--- src/rtl/wb_rr_arbiter_if.sv ---
// wb_rr_arbiter_if
//   Bus bundle between NM Wishbone classic masters, the round-robin arbiter
//   and the single shared slave.
//   Master-side signals are flat vectors; master k sits at
//   sel[4k+3:4k], adr/dat[32k+31:32k].
//   Modports:
//     slave  - the arbiter's view. It is the slave seen by the masters.
//              It takes m_*_i and s_dat_i/s_ack_i, and drives m_*_o and s_*_o.
//     master - the environment's view (masters plus slave model), with the
//              directions reversed.
interface wb_rr_arbiter_if #(
    parameter int NM = 4
);
    logic [NM-1:0]    m_cyc_i;
    logic [NM-1:0]    m_stb_i;
    logic [NM-1:0]    m_we_i;
    logic [4*NM-1:0]  m_sel_i;
    logic [32*NM-1:0] m_adr_i;
    logic [32*NM-1:0] m_dat_i;
    logic [31:0]      m_dat_o;
    logic [NM-1:0]    m_ack_o;
    logic [NM-1:0]    m_err_o;
    logic             s_cyc_o;
    logic             s_stb_o;
    logic             s_we_o;
    logic [3:0]       s_sel_o;
    logic [31:0]      s_adr_o;
    logic [31:0]      s_dat_o;
    logic [31:0]      s_dat_i;
    logic             s_ack_i;

    modport slave (
        input  m_cyc_i, m_stb_i, m_we_i, m_sel_i, m_adr_i, m_dat_i, s_dat_i, s_ack_i,
        output m_dat_o, m_ack_o, m_err_o, s_cyc_o, s_stb_o, s_we_o, s_sel_o,
               s_adr_o, s_dat_o
    );

    modport master (
        output m_cyc_i, m_stb_i, m_we_i, m_sel_i, m_adr_i, m_dat_i, s_dat_i, s_ack_i,
        input  m_dat_o, m_ack_o, m_err_o, s_cyc_o, s_stb_o, s_we_o, s_sel_o,
               s_adr_o, s_dat_o
    );
endinterface

--- src/rtl/wb_rr_arbiter.sv ---
// wb_rr_arbiter
//   Round-robin arbiter that shares one Wishbone classic slave between NM
//   masters.
//   Ownership is granted per CYC-framed transaction. The owner keeps the bus
//   for as many STB/ACK beats as it likes while its CYC stays high.
//   The owner's request is muxed onto the slave. ACK is routed back to the
//   owner only. Read data is broadcast to all masters.
//   Ports:
//     wb_clk_i  clock
//     wb_rst_i  synchronous reset, active-high
//     bus       wb_rr_arbiter_if.slave (m_* master side, s_* slave side)
//   Parameters:
//     NM        number of masters (2..8)
//     TIMEOUT   number of stalled STB cycles before ERR
//               (used only with WB_ARB_TIMEOUT_EN)
//   Build option:
//     WB_ARB_TIMEOUT_EN  adds a stall watchdog that pulses m_err_o[owner].
//                        Without it, m_err_o is constant 0.
module wb_rr_arbiter #(
    parameter int NM      = 4,
    parameter int TIMEOUT = 255
) (
    input  logic          wb_clk_i,
    input  logic          wb_rst_i,
    wb_rr_arbiter_if.slave bus
);
    localparam int OW = (NM > 1) ? $clog2(NM) : 1;

    typedef enum logic {IDLE, BUSY} state_t;

    state_t        state_q, state_d;
    logic [OW-1:0] owner_q, owner_d;
    logic [OW-1:0] last_q,  last_d;

    // Packed per-master views, so the owner mux is a plain index.
    logic [NM-1:0][3:0]  sel_v;
    logic [NM-1:0][31:0] adr_v;
    logic [NM-1:0][31:0] dat_v;
    assign sel_v = bus.m_sel_i;
    assign adr_v = bus.m_adr_i;
    assign dat_v = bus.m_dat_i;

    logic own_cyc, own_stb, bus_act, err_fire, found;
    logic [OW-1:0] cand;

    // The bus is live only while the registered owner still holds CYC.
    // Dropping CYC releases the slave in that same cycle.
    always_comb begin
        own_cyc = bus.m_cyc_i[owner_q];
        own_stb = bus.m_stb_i[owner_q];
        bus_act = (state_q == BUSY) && own_cyc;
    end

    // Arbitration and ownership.
    always_comb begin
        state_d = state_q;
        owner_d = owner_q;
        last_d  = last_q;
        found   = 1'b0;
        cand    = '0;
        case (state_q)
            IDLE: begin
                // Search last+1, last+2, ... so the previous owner comes last.
                for (int i = 1; i <= NM; i++) begin
                    cand = OW'((int'(last_q) + i) % NM);
                    if (!found && bus.m_cyc_i[cand]) begin
                        found   = 1'b1;
                        owner_d = cand;
                    end
                end
                if (found) state_d = BUSY;
            end
            BUSY: begin
                // The release cycle never re-grants.
                // One IDLE cycle always separates two ownerships.
                if (!own_cyc) begin
                    state_d = IDLE;
                    last_d  = owner_q;
                end
            end
            default: state_d = IDLE;
        endcase
    end

`ifdef WB_ARB_TIMEOUT_EN
    localparam logic [7:0] TMO_LAST = 8'(TIMEOUT - 1);
    logic [7:0] tmo_q, tmo_d;

    // Counts owner STB cycles without ACK.
    // ACK or STB low clears it, so ACK always beats ERR.
    // The ERR cycle itself clears the count.
    always_comb begin
        err_fire = 1'b0;
        tmo_d    = '0;
        if (bus_act && own_stb && !bus.s_ack_i) begin
            if (tmo_q == TMO_LAST) err_fire = 1'b1;
            else                   tmo_d    = tmo_q + 8'd1;
        end
    end
`else
    assign err_fire = 1'b0;
`endif

    always_ff @(posedge wb_clk_i) begin
        if (wb_rst_i) begin
            state_q <= IDLE;
            owner_q <= '0;
            last_q  <= OW'(NM - 1);
`ifdef WB_ARB_TIMEOUT_EN
            tmo_q   <= '0;
`endif
        end else begin
            state_q <= state_d;
            owner_q <= owner_d;
            last_q  <= last_d;
`ifdef WB_ARB_TIMEOUT_EN
            tmo_q   <= tmo_d;
`endif
        end
    end

    // Slave-side mux and master-side return path.
    // Everything toward the slave is zero unless the bus is live.
    always_comb begin
        bus.s_cyc_o = bus_act;
        bus.s_stb_o = bus_act && own_stb && !err_fire;
        bus.s_we_o  = bus_act && bus.m_we_i[owner_q];
        bus.s_sel_o = bus_act ? sel_v[owner_q] : 4'h0;
        bus.s_adr_o = bus_act ? adr_v[owner_q] : 32'h0;
        bus.s_dat_o = bus_act ? dat_v[owner_q] : 32'h0;
        bus.m_dat_o = bus.s_dat_i;
        bus.m_ack_o = '0;
        bus.m_err_o = '0;
        if (bus_act && bus.s_ack_i) bus.m_ack_o[owner_q] = 1'b1;
        if (err_fire)               bus.m_err_o[owner_q] = 1'b1;
    end
endmodule
--- src/flat_wrapper.sv ---
// flat-port wrapper written by rule: the top's interface ports become plain ports
module wb_rr_arbiter_flat 
#(
    parameter int NM      = 4,
    parameter int TIMEOUT = 255
)
  (wb_clk_i, wb_rst_i, bus_m_cyc_i, bus_m_stb_i, bus_m_we_i, bus_m_sel_i, bus_m_adr_i, bus_m_dat_i, bus_s_dat_i, bus_s_ack_i, bus_m_dat_o, bus_m_ack_o, bus_m_err_o, bus_s_cyc_o, bus_s_stb_o, bus_s_we_o, bus_s_sel_o, bus_s_adr_o, bus_s_dat_o);
  wb_rr_arbiter_if #(.NM(NM)) bus_i ();
  input  logic wb_clk_i;
  input  logic wb_rst_i;
  input wire logic [$bits(bus_i.m_cyc_i)-1:0] bus_m_cyc_i;
  input wire logic [$bits(bus_i.m_stb_i)-1:0] bus_m_stb_i;
  input wire logic [$bits(bus_i.m_we_i)-1:0] bus_m_we_i;
  input wire logic [$bits(bus_i.m_sel_i)-1:0] bus_m_sel_i;
  input wire logic [$bits(bus_i.m_adr_i)-1:0] bus_m_adr_i;
  input wire logic [$bits(bus_i.m_dat_i)-1:0] bus_m_dat_i;
  input wire logic [$bits(bus_i.s_dat_i)-1:0] bus_s_dat_i;
  input wire logic [$bits(bus_i.s_ack_i)-1:0] bus_s_ack_i;
  output wire logic [$bits(bus_i.m_dat_o)-1:0] bus_m_dat_o;
  output wire logic [$bits(bus_i.m_ack_o)-1:0] bus_m_ack_o;
  output wire logic [$bits(bus_i.m_err_o)-1:0] bus_m_err_o;
  output wire logic [$bits(bus_i.s_cyc_o)-1:0] bus_s_cyc_o;
  output wire logic [$bits(bus_i.s_stb_o)-1:0] bus_s_stb_o;
  output wire logic [$bits(bus_i.s_we_o)-1:0] bus_s_we_o;
  output wire logic [$bits(bus_i.s_sel_o)-1:0] bus_s_sel_o;
  output wire logic [$bits(bus_i.s_adr_o)-1:0] bus_s_adr_o;
  output wire logic [$bits(bus_i.s_dat_o)-1:0] bus_s_dat_o;
  assign bus_i.m_cyc_i = bus_m_cyc_i;
  assign bus_i.m_stb_i = bus_m_stb_i;
  assign bus_i.m_we_i = bus_m_we_i;
  assign bus_i.m_sel_i = bus_m_sel_i;
  assign bus_i.m_adr_i = bus_m_adr_i;
  assign bus_i.m_dat_i = bus_m_dat_i;
  assign bus_i.s_dat_i = bus_s_dat_i;
  assign bus_i.s_ack_i = bus_s_ack_i;
  assign bus_m_dat_o = bus_i.m_dat_o;
  assign bus_m_ack_o = bus_i.m_ack_o;
  assign bus_m_err_o = bus_i.m_err_o;
  assign bus_s_cyc_o = bus_i.s_cyc_o;
  assign bus_s_stb_o = bus_i.s_stb_o;
  assign bus_s_we_o = bus_i.s_we_o;
  assign bus_s_sel_o = bus_i.s_sel_o;
  assign bus_s_adr_o = bus_i.s_adr_o;
  assign bus_s_dat_o = bus_i.s_dat_o;
  wb_rr_arbiter #(.NM(NM), .TIMEOUT(TIMEOUT)) u_core (.wb_clk_i(wb_clk_i), .wb_rst_i(wb_rst_i), .bus(bus_i));
endmodule
--- config.mk ---
export PLATFORM = sky130hd
export DESIGN_NAME = wb_rr_arbiter_flat
export DESIGN_NICKNAME = d
export VERILOG_FILES = /design/src/rtl/wb_rr_arbiter_if.sv /design/src/rtl/wb_rr_arbiter.sv /design/src/flat_wrapper.sv
export SDC_FILE = /design/constraint.sdc
export NUM_CORES = 1
export LEC_CHECK = 0
export BUFFER_PORTS_ARGS = -buffer_cell sky130_fd_sc_hd__buf_2
export CORE_AREA = 5 5 162 164
export DETAILED_ROUTE_END_ITERATION = 12
export DIE_AREA = 0 0 167 169
export PLACE_DENSITY = 0.48
export REMOVE_ABC_BUFFERS = 1
export SETUP_SLACK_MARGIN = 0.5
export SKIP_LAST_GASP = 1
export SLEW_MARGIN = 5
export SYNTH_ARGS = -nofsm -noshare
export SYNTH_HDL_FRONTEND = slang
export SYNTH_SLANG_ARGS = --single-unit
--- constraint.sdc ---
create_clock -name wb_clk_i -period 2 [get_ports wb_clk_i]
set_clock_uncertainty 0.2 [all_clocks]
set_input_delay 0.1 -clock wb_clk_i [delete_from_list [all_inputs] [get_ports wb_clk_i]]
set_output_delay 0.1 -clock wb_clk_i [all_outputs]
set_load 0.005 [all_outputs]
==> flow_summary_export.csv, run 1 <==
group,metric,value,unit
global_routing,grtUsageTotal,13.0,%
placement,gp_congestion,0.906,
floorplan,pin_count,430,
critical_path,endpoint_kind,"primary output",
flow_run,max_cap_viol_count,0,
clock_tree,clk_pin_slew,0.03,ns
timing,rsz0062_at_grt,"true",
timing,period_share,105,%
floorplan,die_width,167,microns
clock_tree,clock_latency,0.22,ns
critical_path,cp_data_required_time,1.70,ns
cells_and_area,seqCellArea,111,sq um
timing,setup_slack,-0.105,ns
power_and_ir_drop,vdd_drop_max,0.000248,V
global_routing,grt_pass1_vias,4065,
cells_and_area,synthToLayoutAreaGrowth,101,%
route,drc,0,
route,post_drt_wl_per_cell,22.6,microns
route,first_pass_iters,4,
global_routing,grt_start_max_net_pins,43,
floorplan,fp.dieH,169,microns
timing,hold_viol,0,
critical_path,startpoint_type,"register",
route,drtIter0Drc,192,
power_and_ir_drop,finalPower,2.47,mW
clock_tree,clockRootBuffer,"clkbuf_16",
floorplan,start_util,11.8,%
timing,fmax,475,MHz
critical_path,crit_arrival,1.80,ns
global_routing,grt_pass1_wl,27600,microns
run_status,violations,"negative setup slack",
logic_synthesis,yosysTopAreaCell,"mux4_2",
placement,portBuffers,361,
logic_synthesis,synth_cells,264,
logic_synthesis,ys_ff_latch,5,
clock_tree,clk_path_buf_depth,2,
floorplan,die-area,28200,sq um
timing,fin_crit,2.10,ns
cells_and_area,layout-drive-gt1-share,85.9,%
logic_synthesis,syn_area,2920,sq um
cells_and_area,fillers,2707,
min_path,worstHoldPathType,"input port to primary output",
route,ant_nets,0,
logic_synthesis,synth.yosys.warnings,0,
global_routing,grt-ovfl-total,0,
power_and_ir_drop,power_density,421,nW/um^2
logic_synthesis,seq_area_frac_synth,3.43,%
cells_and_area,layout_commonest_cell,"buf_2",
floorplan,coreArea,24700,sq um
clock_tree,h-tree-depth,1,
logic_synthesis,yosysUniqueCellTypes,33,
placement,place_inst,898,
clock_tree,cts_buffers,3,
cells_and_area,multi_input_area,2460,sq um
timing,setup_viol,75,
route,vias_per_cell,4.15,
clock_tree,cts.sinks,5,
cells_and_area,utilization,23.7,%
floorplan,std_cell_rows,58,
cells_and_area,stdcell_count,934,
placement,hpwl,16200,microns
cells_and_area,nNetsFinal,922,
logic_synthesis,syn-mean-instance-area,11.1,sq um
timing,final.setup.tns,-4.84,ns
logic_synthesis,yosys-top-cells-area,"mux4_2 (55%), and3_1 (15%), buf_4 (9.3%)",
critical_path,cp_max_fo,7,
run_status,status,"complete, but fails checks",
logic_synthesis,yosysTopAreaCellShare,54.8,%
timing,report.final.slew_viol_count,0,
route,routed_wl,21100,microns
cells_and_area,final_cell_mix,"buf_2 (330), mux4_2 (71), and3_1 (38)",
power_and_ir_drop,power.leakage,2.86,nW
route,vias,3874,
critical_path,criticalPathCategory,"register to primary output",
global_routing,antenna_found_initial,0,
clock_tree,cts_tree,"built",
-- kinds of logic (layout without fill, tap and decap cells) --
logic type,count (synthesis),in the layout,share of synthesized area [%]
AO/OA/AOI/OAI,16,16,3.73
multiplexers,71,71,54.8
AND/OR/NAND/NOR,92,92,19.5
other,1,6,0.129
flip-flops,5,5,3.43
buffers and inverters,79,414,18.4
-- layout make-up --
| type | count | share of cell area, % |
|---|---|---|
| Antenna cell | 2 | 0.0854 |
| Clock buffer | 4 | 1.34 |
| Inverter | 7 | 0.448 |
| Multi-Input combinational cell | 183 | 42.0 |
| Sequential cell | 5 | 1.90 |
| Tap cell | 330 | 7.04 |
| Timing Repair Buffer | 403 | 47.2 |
-- report_power, final --
group          total [mW]  internal (mW)  switching [mW]
sequential          0.138          0.115          0.0227
combinational        2.00           1.23           0.772
clock               0.325          0.264          0.0609
total                2.47           1.61           0.855
-- sequential cells by signal, summed over array words and instances, names as in the netlist --
signal	count
u_core.last_q	2
u_core.state_q	1
u_core.owner_q	2
-- stage by stage --
| stage | hold slack [ns] | setup slack [ns] | instance area (sq um) |
|---|---|---|---|
| floorplan | -0.0309 | -3.01 | 2420 |
| global placement | 0.0000416 | 0.0936 | 4810 |
| detailed placement | 0.0000416 | 0.0793 | 4810 |
| CTS | 0.0000416 | -0.138 | 5540 |
| global route | 0.0000345 | -0.160 | 5860 |
| finish | 0.0000455 | -0.105 | 5860 |
-- what timing repair did --
item | 4_1_cts | 5_1_grt
cloned | 7 | 6
pin swaps | 34 | 9
setup buffers | 14 | 2
setup endpoints to repair | 78 | 79
hold buffers | 1 | 0
resized for setup | 59 | 35
hold endpoints to repair | 4 | 0
-- metal layers --
layer  global-route usage (%)  up-vias  wire length, microns
li1                         -     1718                     -
met1                     16.7     1919                  8830
met2                     20.9      225                  9980
met3                     5.79       10                  2090
met4                    0.996        2                   118
met5                     3.65        -                   131
-- Yosys cell counts --
cell,n
nand2b_1,1
and3b_1,1
o21ai_1,1
dfxtp_1,5
buf_6,3
o211ai_1,1
clkbuf_1,14
buf_1,1
a211oi_1,1
nand2_1,2
nor3b_1,4
o21bai_1,1
o22ai_1,3
buf_4,36
inv_1,7
nor4b_1,1
mux4_2,71
nor2b_1,1
o21ai_0,3
nor4_1,1
and2_1,1
a311o_1,1
buf_2,12
buf_8,6
nor2_1,7
nor3_1,1
a222oi_1,1
and3_1,71
conb_1,1
a21oi_1,2
a211o_1,1
o22a_1,1
nand2b_4,1
-- final timing paths --
path | from | to | slack (ns) | cells after the start
max | u_core.owner_q[0] | bus_s_adr_o[16] | -0.10 | 6
min | bus_s_dat_i[24] | bus_m_dat_o[24] | 0.00005 | 0
max reg2reg | u_core.owner_q[1] | u_core.last_q[0] | 0.17 | 7
min reg2reg | u_core.last_q[1] | u_core.last_q[1] | 0.38 | 1
-- critical path: stages (launching register included) --
cell and delay, ns:
dfxtp_4 0.37, buf_12 0.15, buf_12 0.13, buf_16 0.13
mux4_2 0.51, and3_4 0.19, buf_6 0.11
Note: power is estimated with default switching activity, not from simulation.
==> run 2: changes to the inputs <==
--- a/config.mk
+++ b/config.mk
@@ -6,10 +6,11 @@
 export NUM_CORES = 1
 export LEC_CHECK = 0
 export BUFFER_PORTS_ARGS = -buffer_cell sky130_fd_sc_hd__buf_2
+export CAP_MARGIN = 20
 export CORE_AREA = 5 5 162 164
 export DETAILED_ROUTE_END_ITERATION = 12
 export DIE_AREA = 0 0 167 169
-export PLACE_DENSITY = 0.48
+export PLACE_DENSITY = 0.37
 export REMOVE_ABC_BUFFERS = 1
 export SETUP_SLACK_MARGIN = 0.5
 export SKIP_LAST_GASP = 1
==> run 2 against run 1 <==
Compared with the run above:
- the run still ends with negative setup slack left
- non-clock buffer count increased by 12
- maximum frequency increased by 1.4%
- utilization decreased by 0.47 points
- critical path type unchanged
- first-iteration DRC count decreased by 17%
- combinational power decreased by 6%
- sequential cell count unchanged
- clock power increased by 3%
- cell area decreased by 2.0%
- critical path depth unchanged
- largest cell class unchanged
- critical endpoint is now bus_s_dat_o[13]
- register-to-register slack improved by 0.05 ns
==> flow_summary_export.csv, run 2 (synthesized netlist as in run 1, its figures left out) <==
group,metric,value,unit
run_status,status,"complete, but fails checks",
run_status,violations,"negative setup slack",
placement,gp_congestion,0.830,
floorplan,pin_count,430,
timing,hold_viol,0,
flow_run,max_cap_viol_count,0,
placement,hpwl,16200,microns
cells_and_area,synthToLayoutAreaGrowth,97.0,%
timing,fmax,482,MHz
clock_tree,h-tree-depth,1,
floorplan,std_cell_rows,58,
critical_path,criticalPathCategory,"register to primary output",
cells_and_area,largestRegisters,"u_core.last_q (2), u_core.owner_q (2), u_core.state_q (1)",
timing,final.setup.tns,-3.24,ns
floorplan,die-area,28200,sq um
critical_path,cp_max_fo,7,
global_routing,antenna_found_initial,1,
route,vias_per_cell,4.11,
clock_tree,cts_buffers,3,
power_and_ir_drop,power_density,411,nW/um^2
floorplan,die_width,167,microns
global_routing,grt-ovfl-total,0,
min_path,worstHoldPathType,"input port to primary output",
timing,rsz0062_at_grt,"true",
cells_and_area,final_cell_mix,"buf_2 (346), mux4_2 (72), and3_1 (50)",
timing,period_share,104,%
timing,worst_hold_slack,0.00000970,ns
route,post_drt_wl_per_cell,21.5,microns
critical_path,startpoint_type,"register",
clock_tree,cts_tree,"built",
clock_tree,clockRootBuffer,"clkbuf_16",
cells_and_area,nNetsFinal,935,
global_routing,grt_pass1_wl,27400,microns
global_routing,grt_start_max_net_pins,41,
timing,setup_viol,72,
route,routed_wl,20400,microns
critical_path,endpoint_kind,"primary output",
placement,pre_cts_slack,0.126,ns
critical_path,cpPeakStageDelay,0.49,ns
clock_tree,clk_path_buf_depth,2,
power_and_ir_drop,power.leakage,2.90,nW
route,first_pass_iters,4,
global_routing,grtUsageTotal,12.8,%
timing,report.final.slew_viol_count,0,
clock_tree,cts.sinks,5,
critical_path,crit_arrival,1.78,ns
clock_tree,clk_pin_slew,0.03,ns
critical_path,crit_path_top_delay_cell,"mux4_2",
route,drtIter0Drc,159,
critical_path,cp_cell_sequence,"buf_12 > buf_12 > buf_8 > mux4_2 > and3_4 > buf_6",
power_and_ir_drop,vdd_drop_max,0.000342,V
critical_path,r2r_slack,0.22,ns
power_and_ir_drop,finalPower,2.36,mW
placement,portBuffers,361,
timing,fin_crit,2.08,ns
critical_path,cpMostUsedCell,"buf_12",
floorplan,start_util,11.8,%
route,ant_nets,0,
cells_and_area,layout-drive-gt1-share,85.2,%
floorplan,fp.dieH,169,microns
route,drc,0,
route,vias,3888,
floorplan,coreArea,24700,sq um
critical_path,cp_data_required_time,1.70,ns
cells_and_area,layout_commonest_cell,"buf_2",
timing,setup_slack,-0.0764,ns
global_routing,grt_pass1_vias,4150,
clock_tree,clock_latency,0.23,ns
## run 2: layer usage
layer / vias up / global-route usage, % / share of wire, %
li1: 1745 / - / -
met1: 1889 / 17.1 / 43
met2: 236 / 19.5 / 45
met3: 14 / 6.05 / 11
met4: 4 / 0.925 / 0.92
met5: - / 3.30 / 0.59
## run 2: final timing paths
path	start	to	depth (start not counted)
min reg2reg	u_core.last_q[1]	u_core.last_q[1]	1
min	bus_s_dat_i[7]	bus_m_dat_o[7]	0
max reg2reg	u_core.owner_q[1]	u_core.last_q[1]	4
max	u_core.owner_q[0]	bus_s_dat_o[13]	6
## run 2: timing repair
item	4_1_cts	5_1_grt
endpoints found under the setup margin	80	80
buffers inserted	16	4
hold buffers	1	0
resized for setup	27	43
pin swaps	20	4
endpoints found under the hold margin	4	0
cloned	4	4
## run 2: final cells by class
| cell class | instances | area, sq um |
|---|---|---|
| sequential | 5 | 111 |
| clock buffer | 4 | 78.8 |
| multi-input combinational | 184 | 2450 |
| fill | 2735 | 19000 |
| antenna | 1 | 2.50 |
| timing repair buffer | 415 | 2660 |
| tap | 330 | 413 |
| inverter | 7 | 26.3 |
## run 2: metrics by stage
step	util, %	area, sq um	instances
finish	23.2	5750	946
global route	23.2	5740	945
CTS	21.9	5410	937
detailed placement	20.1	4980	912
global placement	20.1	4980	912
floorplan	-	2420	195
## run 2: power breakdown
part | switching, mW | total, mW | internal (mW)
sequential | 0.0242 | 0.139 | 0.115
combinational | 0.717 | 1.89 | 1.17
clock | 0.0691 | 0.334 | 0.265
## run 2: critical path: cells and delay by family, from the launching register on
family	cells	cell delay [ns]
buf+inv	4	0.50
flops	1	0.36
simple gates	1	0.20
mux	1	0.49
==> run 3: changes to the inputs <==
--- a/config.mk
+++ b/config.mk
@@ -12,7 +12,6 @@
 export DIE_AREA = 0 0 167 169
 export PLACE_DENSITY = 0.37
 export REMOVE_ABC_BUFFERS = 1
-export SETUP_SLACK_MARGIN = 0.5
 export SKIP_LAST_GASP = 1
 export SLEW_MARGIN = 5
 export SYNTH_ARGS = -nofsm -noshare
==> run 3 against run 2 <==
Compared with the run above:
- the run still ends with negative setup slack left
- critical path depth is the same
- utilization shrank 0.39 points
- sequential share of layout area is essentially flat
- sequential cell count is the same
- power shrank 1.9%
- worst setup slack lost 0.0019 ns
- cell area shrank 1.7%
- largest power group unchanged
==> flow_summary_export.csv, run 3 (synthesized netlist as in run 1, its figures left out) <==
group,metric,value,unit
run_status,status,"complete, but fails checks",
run_status,violations,"negative setup slack",
floorplan,pin_count,430,
critical_path,endpoint_kind,"primary output",
cells_and_area,n_antenna_cell,0,
power_and_ir_drop,power.leakage,2.88,nW
floorplan,die-area,28200,sq um
power_and_ir_drop,vdd_drop_max,0.000339,V
placement,pre_cts_slack,0.126,ns
route,post_drt_wl_per_cell,21.7,microns
route,vias,3843,
cells_and_area,layout-drive-gt1-share,83.2,%
floorplan,std_cell_rows,58,
cells_and_area,synthToLayoutAreaGrowth,93.7,%
route,vias_per_cell,4.08,
timing,period_share,104,%
floorplan,die_width,167,microns
placement,hpwl,16200,microns
clock_tree,clk_path_buf_depth,2,
clock_tree,clockRootBuffer,"clkbuf_16",
cells_and_area,fillers,2748,
floorplan,start_util,11.8,%
critical_path,startpoint_type,"register",
critical_path,criticalPathCategory,"register to primary output",
global_routing,grt_start_max_net_pins,41,
critical_path,cp_data_required_time,1.70,ns
cells_and_area,seqCellArea,109,sq um
clock_tree,clk_pin_slew,0.03,ns
cells_and_area,multi_input_area,2410,sq um
critical_path,r2r_cells,4,
cells_and_area,nNetsFinal,933,
min_path,worstHoldPathType,"input port to primary output",
cells_and_area,final_cell_mix,"buf_2 (348), mux4_2 (72), and3_1 (54)",
clock_tree,cts_tree,"built",
route,drc,0,
clock_tree,h-tree-depth,1,
timing,hold_viol,0,
floorplan,fp.dieH,169,microns
placement,gp_congestion,0.830,
placement,place_inst,912,
timing,setup_slack,-0.0783,ns
cells_and_area,largestRegisters,"u_core.last_q (2), u_core.owner_q (2), u_core.state_q (1)",
global_routing,grt-ovfl-total,0,
global_routing,antenna_found_initial,1,
timing,final.setup.tns,-3.06,ns
clock_tree,cts.sinks,5,
critical_path,cp_max_fo,7,
power_and_ir_drop,power_density,410,nW/um^2
route,wl_met3,2300,microns
route,ant_nets,0,
min_path,min_from,"bus_s_dat_i[7]",
placement,portBuffers,361,
critical_path,r2r_slack,0.15,ns
flow_run,max_cap_viol_count,0,
clock_tree,cts_buffers,3,
timing,rsz0062_at_grt,"true",
timing,fmax,481,MHz
route,dr.max_layer_used,"met5",
min_path,hold_depth,0,
timing,report.final.slew_viol_count,0,
cells_and_area,layout_commonest_cell,"buf_2",
route,drtIter0Drc,122,
critical_path,crit_arrival,1.78,ns
critical_path,r2r_end,"u_core.last_q[1]",
global_routing,grt_pass1_wl,27400,microns
critical_path,reg2reg_from,"u_core.owner_q[1]",
route,routed_wl,20500,microns
route,wl_met2,9180,microns
timing,fin_crit,2.08,ns
global_routing,grt_pass1_vias,4145,
cells_and_area,stdcell_count,943,
floorplan,coreArea,24700,sq um
route,m1WireLength,8690,microns
timing,worst_hold_slack,0.0000112,ns
timing,setup_viol,72,
clock_tree,clock_latency,0.23,ns
route,first_pass_iters,4,
min_path,min_to,"bus_m_dat_o[7]",
global_routing,grtUsageTotal,12.8,%
run 3: how the worst max path moves through the flow:
stage,depth (start not counted),start,slack (ns),endpoint
final,6,u_core.owner_q[0],-0.08,bus_s_dat_o[13]
after global routing,6,u_core.owner_q[0],-0.13,bus_s_dat_o[28]
after CTS,6,u_core.owner_q[0],-0.1,bus_s_dat_o[13]
after detailed placement,5,u_core.owner_q[0],0.13,bus_s_dat_o[22]
after global placement,5,u_core.owner_q[0],0.12,bus_s_dat_o[22]
after floorplan,4,u_core.owner_q[0],-3.01,bus_m_ack_o[1]
run 3: area by class of cell:
type                            count  area share, %
Clock buffer                        4           1.40
Sequential cell                     5           1.93
Multi-Input combinational cell    184           42.6
Timing Repair Buffer              413           46.3
Inverter                            7          0.465
Tap cell                          330           7.31
run 3: critical path, cell delays in order (launching register included):
cell and delay, ns:
dfxtp_4 0.36, buf_12 0.14, buf_12 0.14, buf_8 0.11
mux4_2 0.49, and3_4 0.20, buf_6 0.11
run 3: per-layer routing:
layer | up-vias | GRT usage, %
met5 | - | 3.30
met4 | 4 | 0.925
met1 | 1864 | 17.1
met3 | 12 | 6.05
li1 | 1743 | -
met2 | 220 | 19.5
run 3: timing repair:
item | 4_1_cts | 5_1_grt
gates resized for setup | 20 | 34
cloned | 4 | 5
setup endpoints to repair | 74 | 74
hold endpoints to repair | 4 | 0
hold buffers | 1 | 0
buffers inserted | 16 | 2
pin swaps | 18 | 2
run 3: metrics by stage:
step	area (sq um)	total power, mW	utilization [%]
after floorplan	2420	0.917	-
after global placement	4980	1.65	20.1
after detailed placement	4980	1.65	20.1
after CTS	5400	2.20	21.8
after global routing	5650	2.49	22.8
final	5650	2.32	22.8
run 3: where the power goes:
part	internal [mW]	switching [mW]	leakage (nW)
Sequential	0.114	0.0238	0.0429
Combinational	1.14	0.708	2.80
Clock	0.264	0.0678	0.0382
